## src/rtl/pipeline_pkg.sv

```systemverilog
// rtl/pipeline_pkg.sv - shared types and constants for the pipeline stall/flush controller
//
// Purpose: controller state encoding and register-file constants used by
//          pipeline_ctrl and hazard_detect.
// Ports:   none (package).

package pipeline_pkg;

  typedef enum logic [1:0] {
    RUN      = 2'd0,
    LU_STALL = 2'd1,
    MEM_WAIT = 2'd2,
    ERROR    = 2'd3
  } ctrl_state_t;

  localparam logic [4:0] REG_ZERO = 5'd0;

endpackage

```

## src/rtl/pipeline_ctrl_hazard_detect.sv

```systemverilog
// rtl/pipeline_ctrl_hazard_detect.sv - combinational load-use hazard comparator
//
// Purpose: flags an instruction in ID that reads the destination of a load
//          currently in EX.
// Ports:   id_rs1/id_rs2, id_uses_rs1/id_uses_rs2 - ID source registers and use flags
//          ex_mem_read, ex_rd                    - EX instruction is a load, its rd
//          lu_hazard                             - load-use hazard present

module hazard_detect
  import pipeline_pkg::*;
(
  input  logic [4:0] id_rs1,
  input  logic [4:0] id_rs2,
  input  logic       id_uses_rs1,
  input  logic       id_uses_rs2,
  input  logic       ex_mem_read,
  input  logic [4:0] ex_rd,
  output logic       lu_hazard
);

  logic rs1_match;
  logic rs2_match;

  assign rs1_match = id_uses_rs1 && (id_rs1 == ex_rd);
  assign rs2_match = id_uses_rs2 && (id_rs2 == ex_rd);

  // x0 is hardwired to zero, so a load into it never creates a dependency.
  assign lu_hazard = ex_mem_read && (ex_rd != REG_ZERO) && (rs1_match || rs2_match);

endmodule

```

## src/rtl/pipeline_ctrl.sv

```systemverilog
// rtl/pipeline_ctrl.sv - stall/flush controller for the 5-stage RISC-V pipeline
//
// Purpose: resolves memory-wait, branch-redirect and load-use conditions
//          (in that priority order) into buffer enables/flushes, detects
//          data-memory timeouts and keeps saturating stall/flush counters.
// Ports:   clk, rst_n                     - clock, async active-low reset
//          id_*, ex_mem_read, ex_rd       - load-use hazard inputs
//          mem_branch, mem_zero, mem_pc_b - EX/MEM branch outcome and target
//          mem_access, dmem_ready         - data-memory handshake
//          pc_write, pc_sel, pc_target    - PC control
//          *_write, *_flush, memwb_bubble - pipeline buffer control
//          mem_err                        - sticky memory timeout
//          stall_cnt, flush_cnt           - saturating performance counters

module pipeline_ctrl
  import pipeline_pkg::*;
#(
  parameter int MEM_TIMEOUT = 16,
  parameter int CNT_W       = 32
) (
  input  logic             clk,
  input  logic             rst_n,
  input  logic [4:0]       id_rs1,
  input  logic [4:0]       id_rs2,
  input  logic             id_uses_rs1,
  input  logic             id_uses_rs2,
  input  logic             ex_mem_read,
  input  logic [4:0]       ex_rd,
  input  logic             mem_branch,
  input  logic             mem_zero,
  input  logic [63:0]      mem_pc_b,
  input  logic             mem_access,
  input  logic             dmem_ready,
  output logic             pc_write,
  output logic             pc_sel,
  output logic [63:0]      pc_target,
  output logic             ifid_write,
  output logic             ifid_flush,
  output logic             idex_write,
  output logic             idex_flush,
  output logic             exmem_write,
  output logic             exmem_flush,
  output logic             memwb_bubble,
  output logic             mem_err,
  output logic [CNT_W-1:0] stall_cnt,
  output logic [CNT_W-1:0] flush_cnt
);

  // Wide enough to hold MEM_TIMEOUT itself, the value reached on entering ERROR.
  localparam int                WAIT_W       = $clog2(MEM_TIMEOUT + 1);
  localparam logic [WAIT_W-1:0] TIMEOUT_LAST = WAIT_W'(MEM_TIMEOUT - 1);

  ctrl_state_t       state;
  ctrl_state_t       state_nxt;
  logic [WAIT_W-1:0] wait_cnt;
  logic [WAIT_W-1:0] wait_nxt;
  logic              lu_hazard;
  logic              branch_taken;
  logic              freeze;
  logic              resolve;
  logic              lu_en;
  logic              stall_inc;
  logic              flush_inc;

  hazard_detect u_hazard_detect (
    .id_rs1      (id_rs1),
    .id_rs2      (id_rs2),
    .id_uses_rs1 (id_uses_rs1),
    .id_uses_rs2 (id_uses_rs2),
    .ex_mem_read (ex_mem_read),
    .ex_rd       (ex_rd),
    .lu_hazard   (lu_hazard)
  );

  assign branch_taken = mem_branch && mem_zero;
  assign pc_target    = mem_pc_b;

  always_comb begin
    pc_write     = 1'b1;
    pc_sel       = 1'b0;
    ifid_write   = 1'b1;
    ifid_flush   = 1'b0;
    idex_write   = 1'b1;
    idex_flush   = 1'b0;
    exmem_write  = 1'b1;
    exmem_flush  = 1'b0;
    memwb_bubble = 1'b0;
    state_nxt    = state;
    wait_nxt     = wait_cnt;
    freeze       = 1'b0;
    resolve      = 1'b0;
    lu_en        = 1'b0;
    stall_inc    = 1'b0;
    flush_inc    = 1'b0;

    case (state)
      ERROR: begin
        freeze = 1'b1;
      end
      MEM_WAIT: begin
        if (!dmem_ready) begin
          freeze    = 1'b1;
          stall_inc = 1'b1;
          wait_nxt  = wait_cnt + 1'b1;
          state_nxt = (wait_cnt == TIMEOUT_LAST) ? ERROR : MEM_WAIT;
        end else begin
          // Access completes: this cycle behaves exactly like RUN.
          wait_nxt = '0;
          resolve  = 1'b1;
          lu_en    = 1'b1;
        end
      end
      default: begin
        if (mem_access && !dmem_ready) begin
          freeze    = 1'b1;
          stall_inc = 1'b1;
          wait_nxt  = WAIT_W'(1);
          state_nxt = MEM_WAIT;
        end else begin
          resolve = 1'b1;
          // Masked in LU_STALL so one load-use produces exactly one bubble.
          lu_en   = (state == RUN);
        end
      end
    endcase

    if (freeze) begin
      pc_write     = 1'b0;
      ifid_write   = 1'b0;
      idex_write   = 1'b0;
      exmem_write  = 1'b0;
      memwb_bubble = 1'b1;
    end

    if (resolve) begin
      state_nxt = RUN;
      if (branch_taken) begin
        // The ID instruction is squashed, so a coincident load-use is moot.
        pc_sel      = 1'b1;
        ifid_flush  = 1'b1;
        idex_flush  = 1'b1;
        exmem_flush = 1'b1;
        flush_inc   = 1'b1;
      end else if (lu_en && lu_hazard) begin
        pc_write   = 1'b0;
        ifid_write = 1'b0;
        idex_flush = 1'b1;
        stall_inc  = 1'b1;
        state_nxt  = LU_STALL;
      end
    end

    // Hold every buffer and inject bubbles while reset is asserted.
    if (!rst_n) begin
      pc_write     = 1'b0;
      pc_sel       = 1'b0;
      ifid_write   = 1'b0;
      ifid_flush   = 1'b1;
      idex_write   = 1'b0;
      idex_flush   = 1'b1;
      exmem_write  = 1'b0;
      exmem_flush  = 1'b1;
      memwb_bubble = 1'b1;
    end
  end

  always_ff @(posedge clk or negedge rst_n) begin
    if (!rst_n) begin
      state     <= RUN;
      wait_cnt  <= '0;
      mem_err   <= 1'b0;
      stall_cnt <= '0;
      flush_cnt <= '0;
    end else begin
      state    <= state_nxt;
      wait_cnt <= wait_nxt;
      if (state_nxt == ERROR) begin
        mem_err <= 1'b1;
      end
      if (stall_inc && (stall_cnt != '1)) begin
        stall_cnt <= stall_cnt + 1'b1;
      end
      if (flush_inc && (flush_cnt != '1)) begin
        flush_cnt <= flush_cnt + 1'b1;
      end
    end
  end

endmodule

```

## config.mk

```make
export PLATFORM = sky130hd
export DESIGN_NAME = pipeline_ctrl
export DESIGN_NICKNAME = d
export VERILOG_FILES = /design/src/rtl/pipeline_pkg.sv /design/src/rtl/pipeline_ctrl_hazard_detect.sv /design/src/rtl/pipeline_ctrl.sv
export SDC_FILE = /design/constraint.sdc
export NUM_CORES = 1
export LEC_CHECK = 0
export CAP_MARGIN = 20
export CORE_AREA = 5 5 98 100
export DETAILED_ROUTE_END_ITERATION = 6
export DIE_AREA = 0 0 103 105
export DONT_BUFFER_PORTS = 1
export SKIP_LAST_GASP = 1
export SYNTH_ARGS = -nofsm -noshare
export SYNTH_HDL_FRONTEND = slang
export SYNTH_SLANG_ARGS = --single-unit
```

## constraint.sdc

```tcl
create_clock -name clk -period 5.14 [get_ports clk]
set_input_delay 1.028 -clock clk [delete_from_list [all_inputs] [get_ports clk]]
set_output_delay 1.028 -clock clk [all_outputs]
set_load 0.01 [all_outputs]
```

### After elaboration in Yosys (flattened, before gate mapping)

Cells that the tools add are included.

* input port bits: 88
* word-level logic and storage cells: 70
* flip-flop bits (word level): 72
* latch bits: 0
* memories kept: 0
* memory bits (read-only): 0
* output and inout bits: 138
* bits in writable memories: 0

* bitwise operators: 1
* equality and inequality tests: 8
* reduce and logical (&&, ||, !) cells: 15
* multiplexer cells: 38
* div/mod/pow operators: 0
* add/subtract/negate cells: 3
* order comparisons: 0
* multipliers: 0
* shift-type cells: 0

Operator list (count)
* $add 32x1->32 const B: 2
* $ne 32x32->1 const B: 2
* $mux 1: 27
* $eq 5x5->1: 2
* $mux 5: 2
* $pmux 5 s2: 1
* $logic_and 1x1->1: 9
* $pmux 1 s2: 4
* $eq 2x2->1 const B: 3
* $mux 2: 3
* $add 5x1->5 const B: 1
* $eq 5x4->1 const B: 1
* $reduce_bool 5->1: 1
* $pmux 2 s2: 1
* $logic_not 2->1: 1
* $reduce_and 2->1: 1
* $reduce_bool 2->1: 1
* $logic_not 1->1: 1
* $logic_or 1x1->1: 1
* $not 1->1: 1

### Longest topological paths before layout

Gate-level depths: netlist (run 1).

* depth after elaboration: 9
* depth in mapped cells: 9

### Cells and area by module

From an unflattened synthesis (run 1), not the netlist that was laid out.

* cell total of the unflattened synthesis: 432
* area total of the unflattened synthesis: 4224.1 µm²

By module, submodules not included
* pipeline_ctrl: area each 4090.2 µm², sequential area each 1801.7 µm², instances 1, cells each 415
* hazard_detect: area each 133.9 µm², sequential area each 0.0 µm², instances 1, cells each 17

### Worst setup path before layout (run 1)

OpenSTA, ideal clock, no wires.

* kind: in2out
* start point: input ex_rd[1]
* end point: output pc_write
* arrival time: 2245 ps
* stages: 5
* setup slack: 1867 ps
* data required time: 4112 ps
* path through: or4_1 -> nor2_2 -> nor4b_4 -> a31oi_1 -> buf_4

* word-level cells in the longest chain between the ends: 9

Ends and longest elaborated chain
* start, declared: RTL line pipeline_ctrl.sv:28 `input logic [4:0] ex_rd,`
* $eq 5x5->1 (on tied branches): RTL line pipeline_ctrl_hazard_detect.sv:24, pipeline_ctrl_hazard_detect.sv:25
* $logic_and 1x1->1 (on tied branches): RTL line pipeline_ctrl_hazard_detect.sv:24, pipeline_ctrl_hazard_detect.sv:25
* $logic_or 1x1->1: RTL line pipeline_ctrl_hazard_detect.sv:28 `assign lu_hazard = ex_mem_read && (ex_rd != REG_ZERO) && (rs1_match || rs2_match);`
* $logic_and 1x1->1 (*): RTL line pipeline_ctrl_hazard_detect.sv:28
* $logic_and 1x1->1 (*): RTL line pipeline_ctrl.sv:144 `end else if (lu_en && lu_hazard) begin`
* $mux 1 (*) (4 in a row)
* end, declared: RTL line pipeline_ctrl.sv:34 `output logic pc_write,`

Mark *: on every way between the ends. The rest lies on a longest branch, timed or not.

### Final worst setup path (run 1)

Ends and elaborated chain as after synthesis.

==> metrics.md, run 1 <==
| Metric | Value |
|---|---|
| Gpl congestion | 0.7164 |
| Ant. Diodes | 0 |
| Status | completed |
| Reg2Reg Setup Slack | 2.58 ns |
| Share of cells above drive strength 1 | 11.05% |
| Crit-path max FO | 3 |
| DR WL/cell | 17.75 um |
| Chip height | 105 um |
| Setup crit start kind | input port |
| Sequential area share after synthesis | 43.14% |
| Worst path slowest cell | or4_1 |
| Synthesized area | 0.004177 mm2 |
| Synthesized instance count | 418 |
| Final Max Slew Viols | 0 |
| YS warnings | 0 |
| Final hold slack | 0.3739 ns |
| CTS Buffer Depth | 2 |
| LEAKAGE | 1.818 nW |
| Routed vias | 2627 |
| Simple-gate share of the synthesized area | 21.60% |
| Number of global-route vias before repair | 2694 |
| Arrival time at the worst endpoint | 2.25 ns |
| CTS tree | done |
| Row Count | 34 |
| HPWL after DPL | 6.198 mm |
| Net Switching | 0.3813 mW |
| Crit-path cells | or4_1 -> nor2_2 -> nor4b_4 -> a31oi_1 |
| F_max | 304.7 MHz |
| Combinational family with the most area after synthesis | simple AND/OR/NAND/NOR gates |
| First-pass GRT wire length | 13.48 mm |
| Die Footprint | 0.01082 mm2 |
| Slowest cell delay on critical path | 0.54 ns |
| Leading area contributor after synthesis | dfrtp_1 |
| Router iterations before antenna repair | 4 |
| Post-CTS Hold Buffers | 0 |
| Post-layout util | 46.35% |
| Synth top area share | 43.14% |
| Max IR drop VDD | 155.0 uV |
| P&R area growth vs syn | -4.643% |
| Drt drc | 0 |
| Antenna violations before repair | 0 |
| Initial DRC count | 84 |
| Minimum clock period | 3.282 ns |
| # Post-CTS Setup Buffers | 0 |
| Clock Sinks | 72 |
| Slew HR | 53.15% |
| DP Cell Count | 454 |
| Max-cap violations | 0 |
| Most common cell after layout, fill and taps aside | dfrtp_1 |
| Dominant synthesized flop cell | dfrtp_1 |
| RSZ-0062 raised after global routing | false |
| Total grt overflow | 0 |
| Internal power | 0.9546 mW |
| Syn nets | 510 |
| Post-synth EDFFs | 0 |
| Drt total wl | 8.341 mm |
| Fin cells | 470 |
| Pwr Density | 335.4 mW/mm2 |
| Hold Crit Class | in2async |
| Total negative setup slack | 0 ns |
| Async SR Flop Fraction | 100.0% |
| Cts bufs inserted | 9 |
| Clock power frac | 37.5% |
| GRT Util Overall | 15.78% |
| Post-CTS Resized | 0 |
| Final setup vio count | 0 |
| I/O pin count | 226 |
| Skew final | 0.008375 ns |
| Worst Setup Path Type | in2out |
| Nets | 449 |
| Mux contribution to synthesized area | 0.7490% |
| Crit. End Element | output port |
| Final hold violation count | 0 |
| Comb power frac | 9.0% |
| Sw Share | 28.54% |
| Fin crit share | 63.85% |
| Via density | 5.589 |
| Fraction of the mapped netlist area in adder cells | 1.198% |
| #FFs+latches synth | 72 |
| PortBufs | 0 |
| Most frequent cells in the layout | dfrtp_1, nand2_1, xnor2_1 |
| Cells taking the most area after synthesis | dfrtp_1, buf_4, xnor2_1 |
| Worst Path Required | 4.11 ns |
| Core footprint | 0.008593 mm2 |
| Clock transition at path regs | 0.08 ns |
| Sequential share of power | 53.6% |
| Htree depth | 3 |
| Largest net degree at the start of global routing | 76 |
| Synth Area in XOR/XNOR | 15.31% |
| Root Buffer | clkbuf_8 |
| Worst skew pair latency | 0.34 ns |
| Worst slew pin tran | 0.6963 ns |
| Chip Width | 103 um |
| Mean Syn Cell Area | 9.992 um2 |
| Starting Density | 48.60% |
| Compound-gate portion of the synthesized area | 3.895% |
| Post-synth cell types | 45 |
| Antenna Nets Post-Route | 0 |
-- per-layer routing --
metal / part of all wire, % / GRT usage (%) / vias up
met4: 1.3 / 6.105 / 0
met2: 48 / 24.11 / 110
met1: 40 / 19.27 / 1297
met5: 0 / 0 / -
li1: - / - / 1202
met3: 11 / 7.328 / 18
-- final cells by class --
cell class,count,area [um2]
fillers,818,4611
clock buffers,9,123.9
inverters,11,41.29
clock inverters,7,95.09
multi-input cells,263,1785
flip-flops and latches,72,1802
well taps,108,135.1
-- flip-flops by register name, summed over array words and instances (netlist names) --
register   cells
flush_cnt     32
mem_err        1
state          2
wait_cnt       5
stall_cnt     32
-- cell families after synthesis --
logic type                 count (synthesis)
muxes                                      3
buffers and inverters                     83
xor gates and xnor gates                  73
DFF                                       72
AOI/OAI and AO/OA                         21
and+or+nand+nor                          162
adders and majority gates                  4
-- Yosys cell counts, types with 2 or more instances --
master,n
and4_1,3
nand3_1,23
buf_6,3
a21oi_1,3
o21ai_0,4
dfrtp_1,72
and2_1,3
and3_1,14
xor2_1,31
nor2_1,28
inv_1,11
nor3_1,6
nor2_2,6
a22o_1,5
a21oi_2,2
nor3_2,4
xnor2_1,42
ha_1,4
mux2i_1,2
nor4_1,2
buf_4,68
nor4_4,2
nand3_2,2
nand2_1,46
nand4_1,12
-- power by group through the flow --
stage          Clock (mW)  Sequential, mW  Combinational (mW)
6_report            0.500           0.715               0.120
5_1_grt             0.550           0.727               0.139
4_1_cts             0.520           0.718               0.123
3_5_place_dp            0           0.729               0.122
3_3_place_gp            0           0.727               0.117
2_1_floorplan           0           0.707               0.162
-- critical path, delay by kind of cell --
family | cells | cell delay [ns]
compound gates | 1 | 0.47
simple gates | 3 | 0.75
-- through the flow --
step	setup slack, ns	power (mW)	area, um2
after CTS	1.838	1.361	3983
after floorplan	1.867	0.8693	4177
after detailed placement	1.844	0.8517	3764
after global placement	1.836	0.8441	3764
after global routing	1.787	1.417	3983
final	1.858	1.336	3983
-- worst paths after layout --
| path | from | end | cells past startpoint |
|---|---|---|---|
| worst min register to register | wait_cnt[4]$_DFFE_PN0P_ | wait_cnt[4]$_DFFE_PN0P_ | 1 |
| min in group clk | wait_cnt[4]$_DFFE_PN0P_ | wait_cnt[4]$_DFFE_PN0P_ | 1 |
| worst max-delay path | ex_rd[1] | pc_write | 4 |
| worst min-delay path | rst_n | flush_cnt[5]$_DFFE_PN0P_ | 0 |
| max in group asynchronous | rst_n | flush_cnt[14]$_DFFE_PN0P_ | 0 |
| worst max register to register | flush_cnt[6]$_DFFE_PN0P_ | flush_cnt[22]$_DFFE_PN0P_ | 7 |
No activity file was read; power rests on OpenSTA's default activity.
==> inputs of run 2 (changes only) <==
==> constraint.sdc (replaced) <==
create_clock -name clk -period 3.2 [get_ports clk]
set_input_delay 0.64 -clock clk [delete_from_list [all_inputs] [get_ports clk]]
set_output_delay 0.64 -clock clk [all_outputs]
set_load 0.01 [all_outputs]
==> run 2 against run 1 <==
  * Routed wire length up 0.13%
  * Via count down 2.6%
  * Count of clock-buffer cells in the layout up 4
  * Clock skew about the same
  * Die area unchanged
  * Final cell count up 0.21%
  * Global-route usage down 0.10 points
  * Clock power up 59%
  * Critical path type is now reg2out
  * Largest cell class unchanged
  * Highest routed layer unchanged
==> metrics.md, run 2 (synthesis gave the netlist of run 1 again) <==
| Metric | Value |
|---|---|
| First-pass GRT wire length | 13.28 mm |
| Total grt overflow | 0 |
| Root Buffer | clkbuf_8 |
| Clock transition at path regs | 0.08 ns |
| Crit-path max FO | 10 |
| Comb power frac | 9.8% |
| Drt drc | 0 |
| Max-cap violations | 0 |
| FF-to-FF End | flush_cnt[25]$_DFFE_PN0P_ |
| Antenna violations before repair | 0 |
| Layout fillers | 823 |
| Antenna Nets Post-Route | 0 |
| Core footprint | 0.008593 mm2 |
| Initial DRC count | 87 |
| Clock Sinks | 72 |
| Reg2Reg Setup Slack | 0.68 ns |
| CTS Buffer Depth | 2 |
| FF-to-FF path depth | 7 |
| DR WL/cell | 17.73 um |
| RSZ-0062 raised after global routing | false |
| Arrival time at the worst endpoint | 2.02 ns |
| Hold Crit Class | in2async |
| Htree depth | 3 |
| Row Count | 34 |
| Cts bufs inserted | 9 |
| Critical Path Sink | pc_write |
| # Post-CTS Setup Buffers | 0 |
| Share of cells above drive strength 1 | 10.47% |
| Sw Share | 27.92% |
| F_max | 376.5 MHz |
| Router iterations before antenna repair | 4 |
| Final Max Slew Viols | 0 |
| Crit. End Element | output port |
| Die Footprint | 0.01082 mm2 |
| Minimum clock period | 2.656 ns |
| Fin crit share | 82.99% |
| Final hold violation count | 0 |
| Worst Path Required | 2.56 ns |
| Worst Setup SP | state[1]$_DFF_PN0_ |
| Skew final | 0.008582 ns |
| CTS tree | done |
| Ant. Diodes | 0 |
| Number of global-route vias before repair | 2652 |
| Clock power frac | 36.8% |
| Largest net degree at the start of global routing | 73 |
| GRT Util Overall | 15.68% |
| Status | completed |
| Chip Width | 103 um |
| LEAKAGE | 1.829 nW |
| Post-place setup slack | 0.5516 ns |
| Chip height | 105 um |
| R2r startpoint | state[1]$_DFF_PN0_ |
| Worst slew pin tran | 0.5863 ns |
| Starting Density | 48.60% |
| PortBufs | 0 |
| Pwr Density | 539.6 mW/mm2 |
| Net Switching | 0.6033 mW |
| I/O pin count | 226 |
| Drt total wl | 8.352 mm |
| Post-CTS Resized | 0 |
| Most frequent cells in the layout | dfrtp_1, nand2_1, xnor2_1 |
| Internal power | 1.558 mW |
| Biggest regs | flush_cnt (32), stall_cnt (32), wait_cnt (5) |
| HPWL after DPL | 6.168 mm |
| Worst skew pair latency | 0.34 ns |
| Worst Setup Path Type | reg2out |
| Total negative setup slack | 0 ns |
| Final setup vio count | 0 |
| Final worst slack | 0.5442 ns |
| Via density | 5.433 |
| Post-CTS Hold Buffers | 1 |
| Nets | 450 |
| Setup crit start kind | register |
| Routed vias | 2559 |
| Slew HR | 60.87% |
| Gpl congestion | 0.7699 |
| Sequential share of power | 53.4% |
| P&R area growth vs syn | -4.104% |
| Max IR drop VDD | 203.5 uV |
| Most common cell after layout, fill and taps aside | dfrtp_1 |
[run 2: worst min path at each step]
stage,startpoint,endpoint,slack [ns],depth (start not counted)
2_1_floorplan,rst_n,flush_cnt[0]$_DFFE_PN0P_,0.34,0
3_3_place_gp,rst_n,flush_cnt[9]$_DFFE_PN0P_,0.35,0
3_5_place_dp,rst_n,flush_cnt[6]$_DFFE_PN0P_,0.35,0
4_1_cts,rst_n,flush_cnt[5]$_DFFE_PN0P_,0.18,1
5_1_grt,rst_n,flush_cnt[5]$_DFFE_PN0P_,0.18,1
6_report,rst_n,flush_cnt[7]$_DFFE_PN0P_,0.16,1
[run 2: metal layers]
layer | up-vias | track usage (%) | part of all wire (%)
met3 | 23 | 7.062 | 11
met2 | 106 | 23.69 | 45
met4 | 0 | 5.828 | 1.8
met1 | 1224 | 19.61 | 42
li1 | 1206 | - | -
met5 | - | 0 | 0
[run 2: worst max-delay path, cell delays in order, from the launching register on]
cell     delay [ns]
dfrtp_1        0.51
o21ba_4        0.29
a21oi_2        0.20
nand2_1        0.19
a31oi_1        0.48
[run 2: layout make-up]
| type | count | area [um2] | area share, % |
|---|---|---|---|
| clock inverter | 3 | 65.06 | 1.624 |
| inverter | 11 | 41.29 | 1.031 |
| tap | 108 | 135.1 | 3.374 |
| clock buffer | 13 | 148.9 | 3.718 |
| sequential | 72 | 1802 | 44.99 |
| timing repair buffer | 1 | 27.53 | 0.6873 |
| multi-input combinational | 263 | 1785 | 44.58 |
[run 2: stage by stage]
step                total power [mW]  utilization [%]  std cells  area, um2  hold slack (ns)
floorplan                      1.396                -        418       4177           0.3444
global placement               1.358            43.80        454       3764           0.3466
detailed placement             1.370            43.80        454       3764           0.3473
CTS                            2.194            46.61        471       4005           0.1812
global route                   2.273            46.61        471       4005           0.1808
finish                         2.161            46.61        471       4005           0.1629
[run 2: power by group through the flow]
| stage | sequential [mW] | combinational (mW) | clock, mW |
|---|---|---|---|
| floorplan | 1.14 | 0.260 | 0 |
| global placement | 1.17 | 0.188 | 0 |
| detailed placement | 1.17 | 0.195 | 0 |
| CTS | 1.16 | 0.217 | 0.819 |
| global route | 1.17 | 0.243 | 0.856 |
| finish | 1.15 | 0.212 | 0.796 |
==> inputs of run 3 (changes only) <==
==> constraint.sdc (replaced) <==
create_clock -name clk -period 2.46 [get_ports clk]
set_input_delay 0.492 -clock clk [delete_from_list [all_inputs] [get_ports clk]]
set_output_delay 0.492 -clock clk [all_outputs]
set_load 0.01 [all_outputs]
==> run 3 against run 2 <==
  * Global-route usage hardly changed
  * Power is 22% higher
  * Critical endpoint is now stall_cnt[11]$_DFFE_PN0P_
  * Sequential power is 25% higher
  * Via count is 3.1% higher
==> metrics.md, run 3 (synthesis gave the netlist of run 1 again) <==
| Metric | Value |
|---|---|
| Final setup vio count | 0 |
| Pwr Density | 645.3 mW/mm2 |
| Final Max Slew Viols | 0 |
| Nets | 467 |
| Setup crit start kind | register |
| Crit-path cells | nand3_1 -> nor4_4 -> nand4_1 -> nor3_4 -> or2_1 -> nor2_1 -> xor2_1 |
| Design Power | 2.645 mW |
| LEAKAGE | 1.907 nW |
| Antenna violations before repair | 0 |
| Total grt overflow | 0 |
| Skew final | 0.01457 ns |
| Slew HR | 64.83% |
| Die Footprint | 0.01082 mm2 |
| Crit. End Element | register |
| Largest net degree at the start of global routing | 73 |
| Most common cell after layout, fill and taps aside | dfrtp_1 |
| # Post-CTS Setup Buffers | 0 |
| Final hold violation count | 0 |
| FF-to-FF path depth | 7 |
| Crit path depth | 7 |
| Slowest cell delay on critical path | 0.44 ns |
| Biggest regs | flush_cnt (32), stall_cnt (32), wait_cnt (5) |
| Row Count | 34 |
| Clock transition at path regs | 0.08 ns |
| Most frequent cells in the layout | dfrtp_1, nand2_1, xnor2_1 |
| P&R area growth vs syn | -1.857% |
| Worst Setup Path Type | reg2reg |
| Starting Density | 48.60% |
| Arrival time at the worst endpoint | 2.50 ns |
| Worst Path Required | 2.68 ns |
| HPWL after DPL | 6.237 mm |
| Gpl congestion | 0.7736 |
| Footprint of the multi-input gates | 0.001792 mm2 |
| CP top delay family | simple AND/OR/NAND/NOR gates |
| Worst skew pair latency | 0.34 ns |
| Crit-path max FO | 6 |
| Minimum clock period | 2.279 ns |
| Worst path slowest cell | dfrtp_1 |
| Cts bufs inserted | 9 |
| Via density | 5.417 |
| Root Buffer | clkbuf_8 |
| Ant. Diodes | 0 |
| Drt drc | 0 |
| F_max | 438.8 MHz |
| Fin area | 0.004099 mm2 |
| Max-cap violations | 0 |
| PortBufs | 0 |
| Layout fillers | 806 |
| First-pass GRT wire length | 13.59 mm |
| Register area | 0.001802 mm2 |
| Chip height | 105 um |
| Drt total wl | 8.446 mm |
| Htree depth | 3 |
| CTS tree | done |
| Chip Width | 103 um |
| Worst slew pin tran | 0.5275 ns |
| Antenna Nets Post-Route | 0 |
| Initial DRC count | 123 |
| Hold Crit Class | in2async |
| Routed vias | 2638 |
| Fin crit share | 92.63% |
| I/O pin count | 226 |
| Core footprint | 0.008593 mm2 |
| Status | completed |
| Number of global-route vias before repair | 2673 |
| DR WL/cell | 17.34 um |
| Router iterations before antenna repair | 4 |
| Max IR drop VDD | 279.2 uV |
| Clock Sinks | 72 |
| GRT Util Overall | 15.69% |
| Share of cells above drive strength 1 | 15.04% |
| Worst path bufs/invs | 0 |
| Placed inst area | 0.003904 mm2 |
| CTS Buffer Depth | 2 |
[run 3: cell count changes in the layout (fill, tap and decap cells not counted), sizes merged]
| cell | before | now |
|---|---|---|
| clkinvlp | 0 | 3 |
| buf | 1 | 18 |
| clkinv | 1 | 3 |
| clkbuf | 13 | 9 |
| bufinv | 2 | 0 |
[run 3: worst paths after layout]
kind,to,startpoint,slack [ns]
worst min register to register,wait_cnt[4]$_DFFE_PN0P_,wait_cnt[4]$_DFFE_PN0P_,0.53
min in group clk,wait_cnt[3]$_DFFE_PN0P_,dmem_ready,0.43
worst min-delay path,flush_cnt[3]$_DFFE_PN0P_,rst_n,0.03
worst max-delay path,stall_cnt[11]$_DFFE_PN0P_,stall_cnt[4]$_DFFE_PN0P_,0.18
max in group asynchronous,wait_cnt[0]$_DFFE_PN0P_,rst_n,2.11
worst max register to register,stall_cnt[11]$_DFFE_PN0P_,stall_cnt[4]$_DFFE_PN0P_,0.18
[run 3: metal layers]
layer / global-route usage (%) / share of wire [%] / vias to the layer above / wire (um)
li1: - / - / 1233 / -
met1: 19.96 / 42 / 1279 / 3562
met2: 23.24 / 46 / 106 / 3870
met3: 7.861 / 10 / 20 / 886
met4: 4.995 / 1.5 / 0 / 127
met5: 0 / 0 / - / 0
[run 3: area by class of cell]
| class | count | share of cell area, % |
|---|---|---|
| flip-flops and latches | 72 | 43.96 |
| multi-input cells | 263 | 43.71 |
| repair buffers | 18 | 4.090 |
| well taps | 108 | 3.297 |
| clock buffers | 9 | 3.022 |
| inverters | 11 | 1.007 |
| clock inverters | 6 | 0.9158 |
[run 3: repair_timing]
| item | CTS | global route |
|---|---|---|
| hold endpoints to repair | 72 | 0 |
| setup endpoints to repair | 0 | 5 |
| gates resized for setup | 0 | 1 |
| hold buffers | 1 | 0 |
[run 3: power by group]
| group | switching, mW | internal, mW |
|---|---|---|
| Clock | 0.454 | 0.355 |
| Combinational | 0.212 | 0.183 |
| Sequential | 0.149 | 1.29 |
[run 3: stage by stage]
step                      hold WS [ns]  worst slack [ns]  utilization [%]  std cells  TNS (ns)
after CTS                      0.04190            0.1492            47.63        487         0
after global routing           0.05170          -0.01363            47.70        487  -0.02715
after global placement          0.1984            0.1353            45.43        471         0
final                          0.03176            0.1812            47.70        487         0
after detailed placement        0.1991            0.1138            45.43        471         0
after floorplan                 0.1964            0.2588                -        418         0
[run 3: worst register-to-register path: stages, from the launching register on]
cell and delay [ns]:
dfrtp_1 0.44, nand3_1 0.20, nor4_4 0.34, nand4_1 0.28, nor3_4 0.35, or2_1 0.31, nor2_1 0.10, xor2_1 0.15
